### src/rtl/timer_irq_unit.sv
// rtl/timer_irq_unit.sv - memory-mapped 32-bit interval timer with sticky overflow interrupt
// TH reload, TL counter and TCON {IS,IE,EN} sit at BASE_ADDR, +4, +8 on the CPU data bus.
module timer_irq_unit #(
   parameter logic [31:0] BASE_ADDR = 32'h4000_0000,
   parameter int unsigned PRESCALE  = 1
) (
   input  logic        clk,
   input  logic        reset,
   input  logic [31:0] addr,
   input  logic [31:0] wdata,
   input  logic        rd,
   input  logic        wr,
   output logic [31:0] rdata,
   output logic        irq
);

   localparam logic [15:0] PS_LAST = 16'(PRESCALE - 1);

   logic [31:0] th_q, th_d;
   logic [31:0] tl_q, tl_d;
   logic        en_q, en_d;
   logic        ie_q, ie_d;
   logic        is_q, is_d;
   logic [15:0] presc_q, presc_d;

   logic sel_th, sel_tl, sel_tcon;
   logic wr_th, wr_tl, wr_tcon;
   logic tick, ovf;

   assign sel_th   = (addr == BASE_ADDR);
   assign sel_tl   = (addr == BASE_ADDR + 32'd4);
   assign sel_tcon = (addr == BASE_ADDR + 32'd8);

   assign wr_th   = wr & sel_th;
   assign wr_tl   = wr & sel_tl;
   assign wr_tcon = wr & sel_tcon;

   assign tick = en_q & (presc_q == PS_LAST);
   // A TL write consumes the tick, so it can neither reload nor flag an overflow.
   assign ovf  = tick & ~wr_tl & (tl_q == 32'hFFFF_FFFF);

   always_comb begin
      th_d    = th_q;
      tl_d    = tl_q;
      en_d    = en_q;
      ie_d    = ie_q;
      is_d    = is_q;
      presc_d = presc_q;

      if (!en_q || tick) begin
         presc_d = 16'd0;
      end else begin
         presc_d = presc_q + 16'd1;
      end

      if (ovf) begin
         tl_d = th_q;
         if (ie_q) begin
            is_d = 1'b1;
         end
      end else if (tick) begin
         tl_d = tl_q + 32'd1;
      end

      if (wr_th) begin
         th_d = wdata;
      end
      if (wr_tl) begin
         tl_d = wdata;
      end
      // An overflow landing on a TCON write must not be cleared by it.
      if (wr_tcon) begin
         en_d = wdata[0];
         ie_d = wdata[1];
         is_d = wdata[2] | (ovf & ie_q);
      end
   end

   always_ff @(posedge clk) begin
      if (reset) begin
         th_q    <= '0;
         tl_q    <= '0;
         en_q    <= 1'b0;
         ie_q    <= 1'b0;
         is_q    <= 1'b0;
         presc_q <= '0;
      end else begin
         th_q    <= th_d;
         tl_q    <= tl_d;
         en_q    <= en_d;
         ie_q    <= ie_d;
         is_q    <= is_d;
         presc_q <= presc_d;
      end
   end

   always_comb begin
      rdata = '0;
      if (rd) begin
         if (sel_th) begin
            rdata = th_q;
         end else if (sel_tl) begin
            rdata = tl_q;
         end else if (sel_tcon) begin
            rdata = {29'd0, is_q, ie_q, en_q};
         end
      end
   end

   assign irq = is_q & ie_q;

endmodule
### config.mk
export PLATFORM = sky130hd
export DESIGN_NAME = timer_irq_unit
export DESIGN_NICKNAME = d
export VERILOG_FILES = /design/src/rtl/timer_irq_unit.sv
export SDC_FILE = /design/constraint.sdc
export NUM_CORES = 1
export LEC_CHECK = 0
export BUFFER_PORTS_ARGS = -buffer_cell sky130_fd_sc_hd__buf_2
export CAP_MARGIN = 20
export CORE_ASPECT_RATIO = 1.2
export CORE_MARGIN = 2
export CORE_UTILIZATION = 57
export CTS_BUF_LIST = sky130_fd_sc_hd__clkbuf_4
export CTS_CLUSTER_SIZE = 20
export DETAILED_ROUTE_END_ITERATION = 10
export PLACE_DENSITY = 0.82
export SLEW_MARGIN = 20
export SYNTH_ARGS = -nofsm -noshare
export SYNTH_HDL_FRONTEND = slang
export SYNTH_SLANG_ARGS = --single-unit
### constraint.sdc
create_clock -name clk -period 7.4 [get_ports clk]
set_input_delay 1.48 -clock clk [delete_from_list [all_inputs] [get_ports clk]]
set_output_delay 1.48 -clock clk [all_outputs]
set_load 0.05 [all_outputs]
==> run metrics, run 1 <==
hold_buf cts 0; top-area cell type share of the netlist area 33.6%; crit-path max FO 29; # Max-Cap Violations 0; largest net degree at the start of global routing 61; DIE AREA 0.00944 sq mm; core footprint 0.00852 sq mm; FF+latch area 0.00166 sq mm; vias per inst 6.22; CTS H-tree depth 3; critical path arrival 3.55 ns; vias in the first global route 4,917; reported net switching power 0.182 mW; Die Wd 89.0 um; Residual DRC 0; Leak Pwr 2.02 nW; placed insts 816; final core occ 65.6%; total wire length 14.2 mm; DR pass1 iterations 8; routability cong. 0.843; period utilization 67.9%; Mapped Avg Cell Area 7.80 sq um; Sw Ratio 25.4%; syn_nets 705; Root Driver clkbuf_4; Die Y 106 um; top cells by area, synth dfxtp_1, nand2_1, a21oi_1; RSZ-0062 raised after global routing no; relative slew slack 44.7%; count of final setup violators 0; mapped cell area 0.00494 sq mm; layout cell share with drive strength beyond 1 21.1%; Hold Fails Final Rpt 0; total power 0.718 mW; fmax 199 MHz; CTS tree built; clock sink count 83; total CTS buffers 9; CP Class input port to output port; Critical Path RT 5.92 ns; antenna-violating nets left 0; vias 5,176; crit path launch type input port; crit path capture type output port; fin. max-slew vios 0; DP Wirelength 9.49 mm; port buffer count 100; R2R Path Start tl_q[20]; Seq cells post-synth 83; Cells after Synth 634; Worst Max-Slew Pin Slew 0.830 ns; Final nets 781; first-pass GRT wire length 22.9 mm; Comb power frac 5.6%; post-CTS setup buffer count 0; largest area contributor in the netlist dfxtp_1; Reg power frac 62.6%; Synth Flop Type dfxtp_1; Clock power frac 31.8%; Hold WS 0.479 ns; Setup TNS 0 ns; Clk Latency, worst-skew pair 0.46 ns; Pwr Density 128 mW/mm^2; final cell count without fillers 832; outcome completed; asr flop ratio synth 0%; area grow syn2layout 13.1%; Fillers 788; Hold Crit Class flop to flop; Initial Utilization 58.0%; # IOs 101; GRT Util Overall 30.8%; Longest Clk Path Bufs 2; Int Pwr 0.536 mW; EDFF count, synth 0; initial detailed-routing violation count 448; clk slew on worst S/H paths 0.12 ns; minimum clock period 5.03 ns; Hold Crit Start th_q[15]; Peak VDD IR 0.0792 mV; unique cell type count in the Yosys netlist 59; post-synthesis sequential area ratio 33.6%; area of the multi-input gates 0.00309 sq mm; post-CTS sizing 0; Antenna Cells 0; Clock Skew 0.0157 ns; initial antenna violation count 0; launch point of the worst path addr[0]; warnings from Yosys 0; Routed WL per cell 17.1 um; gr ovfl total 0; Cell Rows 37
area by class of cell:
cell class / instances / area share, %
multi-input cells: 500 / 55.2
flip-flops and latches: 83 / 29.7
repair buffers: 108 / 10.0
well taps: 117 / 2.62
clock buffers: 10 / 1.34
clock inverters: 6 / 0.582
inverters: 8 / 0.537
sequential cells by signal, indices dropped and copies added, names as in the netlist:
name and flops:
en_q 1, ie_q 1, is_q 1, presc_q 16
th_q 32, tl_q 32
layer usage:
layer | GRT usage [%] | wire, um
met5 | 0 | 0
met4 | 12.3 | 345
met3 | 5.75 | 1130
met2 | 52.5 | 7130
met1 | 37.6 | 5590
kinds of logic after synthesis:
kind of cell / count (synthesis) / synth area share (%)
XOR/XNOR: 30 / 5.32
flip-flops: 83 / 33.6
AND/OR/NAND/NOR: 308 / 33.6
buffers and inverters: 51 / 4.38
AO/OA/AOI/OAI: 150 / 20.4
multiplexers: 9 / 1.90
adder cells (fa/ha/maj): 3 / 0.759
metrics by stage:
| stage | setup WS (ns) | instance area (sq um) |
|---|---|---|
| 6_report | 2.37 | 5590 |
| 2_1_floorplan | 1.14 | 4940 |
| 4_1_cts | 2.38 | 5590 |
| 3_5_place_dp | 2.40 | 5480 |
| 3_3_place_gp | 2.38 | 5480 |
| 5_1_grt | 2.16 | 5590 |
power by group through the flow:
stage / Clock [mW] / Sequential (mW) / Combinational (mW)
2_1_floorplan: 0 / 0.459 / 0.0148
3_3_place_gp: 0 / 0.459 / 0.0394
3_5_place_dp: 0 / 0.459 / 0.0401
4_1_cts: 0.230 / 0.449 / 0.0402
5_1_grt: 0.250 / 0.450 / 0.0443
6_report: 0.228 / 0.450 / 0.0406
cells in the mapped netlist, drive strengths merged, types with 3 or more instances:
master   number
dfxtp        83
o211ai        9
xnor2        17
or4           3
nor3         12
o32ai         3
xor2         13
or3           8
inv           8
and4          6
nand2       112
mux2i         6
o21ai         6
buf          18
mux2          3
nand2b        5
a22oi        29
a21o          4
a21oi        64
a2111oi       4
nand3        19
a311o         3
a31o          3
nand4        15
nor4b         4
ha            3
and3         17
clkbuf       25
nor4         18
a31oi         3
nor2         53
a211oi        9
nor2b        32
o221a         4
cell usage in the layout, fill, tap and decap left out, types with 10 or more instances in the layout:
cell / count
nand3_1: 18
clkbuf_4: 10
nand4_1: 13
buf_2: 100
nor2b_1: 32
nor3_1: 10
nor2_1: 52
nand2_1: 112
xor2_1: 13
and3_1: 17
a21oi_1: 64
a22oi_1: 29
dfxtp_1: 83
xnor2_1: 17
path summary, 6_finish.rpt:
kind	endpoint	slack, ns	cells after the start
worst max-delay path	rdata[7]	2.37	8
worst min-delay path	th_q[15]	0.48	2
worst max register to register	tl_q[19]	4.26	6
worst min register to register	th_q[15]	0.48	2
critical path, stage by stage:
cell	delay (ns)
buf_2	0.09
nor4_1	0.35
nand4_1	0.38
nor3_2	0.24
buf_4	0.35
a22oi_1	0.14
nor2b_1	0.20
buf_2	0.30
No activity file was read; power rests on OpenSTA's default activity.
==> inputs of run 2 (changes only) <==
clock period = 4.9 ns   (was 7.4 ns; I/O delays follow)
==> run 2 against run 1 <==
Effect of this change: count of clock-buffer cells in the layout decreased by 1; clock power increased by 150%; global-route usage increased by 0.50 points.
==> run metrics, run 2 (same netlist as run 1, synthesis figures left out) <==
outcome completed; Pwr Density 229 mW/mm^2 (+78%); CTS tree built; core footprint 0.00852 sq mm (unchanged); Crit path top cell by count buf_2; post-route design area 0.00569 sq mm (+1.8%); largest net degree at the start of global routing 60 (-1.6%); period utilization 82.6%; clk slew on worst S/H paths 0.12 ns (about the same); first-pass GRT wire length 23.3 mm (+1.7%); Final nets 781 (unchanged); initial antenna violation count 0 (unchanged); area grow syn2layout 15.1%; critical path arrival 3.07 ns (-0.48 ns); crit path launch type input port; Sw Ratio 22.2% (-3.2 points); cell family with most CP delay simple AND/OR/NAND/NOR gates; vias in the first global route 5,072 (+3.2%); Worst Reg-to-Reg Cells 6 (unchanged); routability cong. 0.859 (+1.9%); Cell Rows 37 (unchanged); Hold Fails Final Rpt 0 (unchanged); Antenna Cells 0 (unchanged); gr busiest metal met2; total power 1.30 mW (+81%); DP Wirelength 9.71 mm (+2.3%); Root Driver clkbuf_4; Place WS 0.804 ns (-1.60 ns); GRT Util Overall 31.3% (+0.50 points); Die Y 106 um (unchanged); CP Depth 7 (-1); CP Class input port to output port; fmax 247 MHz; Leak Pwr 2.07 nW (+2.2%); grt met2 use 53.4% (+0.91 points); final core occ 66.8% (+1.2 points); # Max-Cap Violations 0 (unchanged); total wire length 14.5 mm (+2.1%); Peak VDD IR 0.167 mV (+110%); Die Wd 89.0 um (unchanged); DR pass1 iterations 5 (-3); relative slew slack 24.3% (-20 points); Int Pwr 1.01 mW (+89%); Residual DRC 0 (unchanged); vias per inst 6.21 (-0.17%); hold path cells 2 (unchanged); Hold Crit Class flop to flop; post-CTS setup buffer count 0 (unchanged); vias 5,167 (-0.17%); clock sink count 83 (unchanged); Worst Max-Slew Pin Slew 1.13 ns (+0.297 ns); Clock power frac 43.1% (+11 points); Clk Latency, worst-skew pair 0.47 ns (about the same); RSZ-0062 raised after global routing no; Critical Path RT 3.92 ns (-2.00 ns); dpl cell area 0.00548 sq mm (unchanged); hold_buf cts 0 (unchanged); layout cell share with drive strength beyond 1 21.4% (+0.28 points); Routed WL per cell 17.4 um (+2.1%); Final WS setup 0.852 ns (-1.52 ns); placed insts 816 (unchanged); GRT met1 Usage 36.9% (-0.70 points); gr ovfl total 0 (unchanged); worst path cell trace buf_2 -> nor4_1 -> nand4_1 -> nor2_1 -> nand2_1 -> a2111oi_0 -> buf_2; Crit path largest cell delay 0.45 ns (+0.07 ns); CP Buf/Inv Count 2 (-1); final cell count without fillers 832 (unchanged); # IOs 101 (unchanged); Comb power frac 4.7% (-0.9 points); post-CTS sizing 0 (unchanged); fin. max-slew vios 0 (unchanged); crit path capture type output port; commonest non-fill, non-tap cell in the layout nand2_1; GR Util met3 5.28% (-0.47 points); DIE AREA 0.00944 sq mm (unchanged); reported net switching power 0.289 mW (+58%); CTS H-tree depth 3 (unchanged); port buffer count 100 (unchanged); count of final setup violators 0 (unchanged); Longest Clk Path Bufs 2 (unchanged); total CTS buffers 9 (unchanged); Reg power frac 52.2% (-10 points); crit-path max FO 6 (-79%); Setup TNS 0 ns (unchanged); Clock Skew 0.0114 ns (-0.00431 ns); initial detailed-routing violation count 525 (+17%); minimum clock period 4.05 ns; Initial Utilization 58.0% (unchanged); Hold WS 0.481 ns (+0.00120 ns); commonest non-fill, non-tap cells in the layout nand2_1, buf_2, dfxtp_1; Regs by FF count th_q: 32 flops, tl_q: 32 flops, presc_q: 16 flops; Critical-path top delay cell a2111oi_0; antenna-violating nets left 0 (unchanged)
run 2: changes by cell type in the layout (fill, tap and decap cells not counted):
cell | previous run | this run
clkinv_2 | 2 | 1
bufinv_16 | 0 | 4
clkbuf_4 | 10 | 9
clkinv_1 | 2 | 0
run 2: final timing paths:
path,startpoint,endpoint,slack (ns)
worst max-delay path,addr[0],rdata[0],0.85
worst min-delay path,th_q[4],th_q[4],0.48
worst max register to register,tl_q[20],tl_q[7],2.17
worst min register to register,th_q[4],th_q[4],0.48
run 2: layout make-up:
class | count | area (sq um)
clock buffers | 9 | 67.6
clock inverters | 7 | 140
fillers | 781 | 2830
inverters | 8 | 30.0
multi-input cells | 500 | 3090
flip-flops and latches | 83 | 1660
well taps | 117 | 146
repair buffers | 108 | 561
run 2: power by group through the flow:
stage	combinational [mW]	sequential, mW	clock (mW)
floorplan	0.0224	0.693	0
global placement	0.0595	0.694	0
detailed placement	0.0611	0.694	0
CTS	0.0612	0.679	0.564
global route	0.0672	0.680	0.592
finish	0.0616	0.679	0.561
run 2: metal layers:
| metal | vias to the layer above | wire length [um] | part of all wire [%] |
|---|---|---|---|
| li1 | 2423 | - | - |
| met3 | 38 | 978 | 6.8 |
| met5 | - | 0 | 0 |
| met2 | 259 | 7260 | 50 |
| met4 | 0 | 442 | 3.1 |
| met1 | 2447 | 5800 | 40 |
run 2: tightest hold or removal path: stages, from the launching register on:
cell and delay, ns:
dfxtp_1 0.34, nand2_1 0.06, a21oi_1 0.05
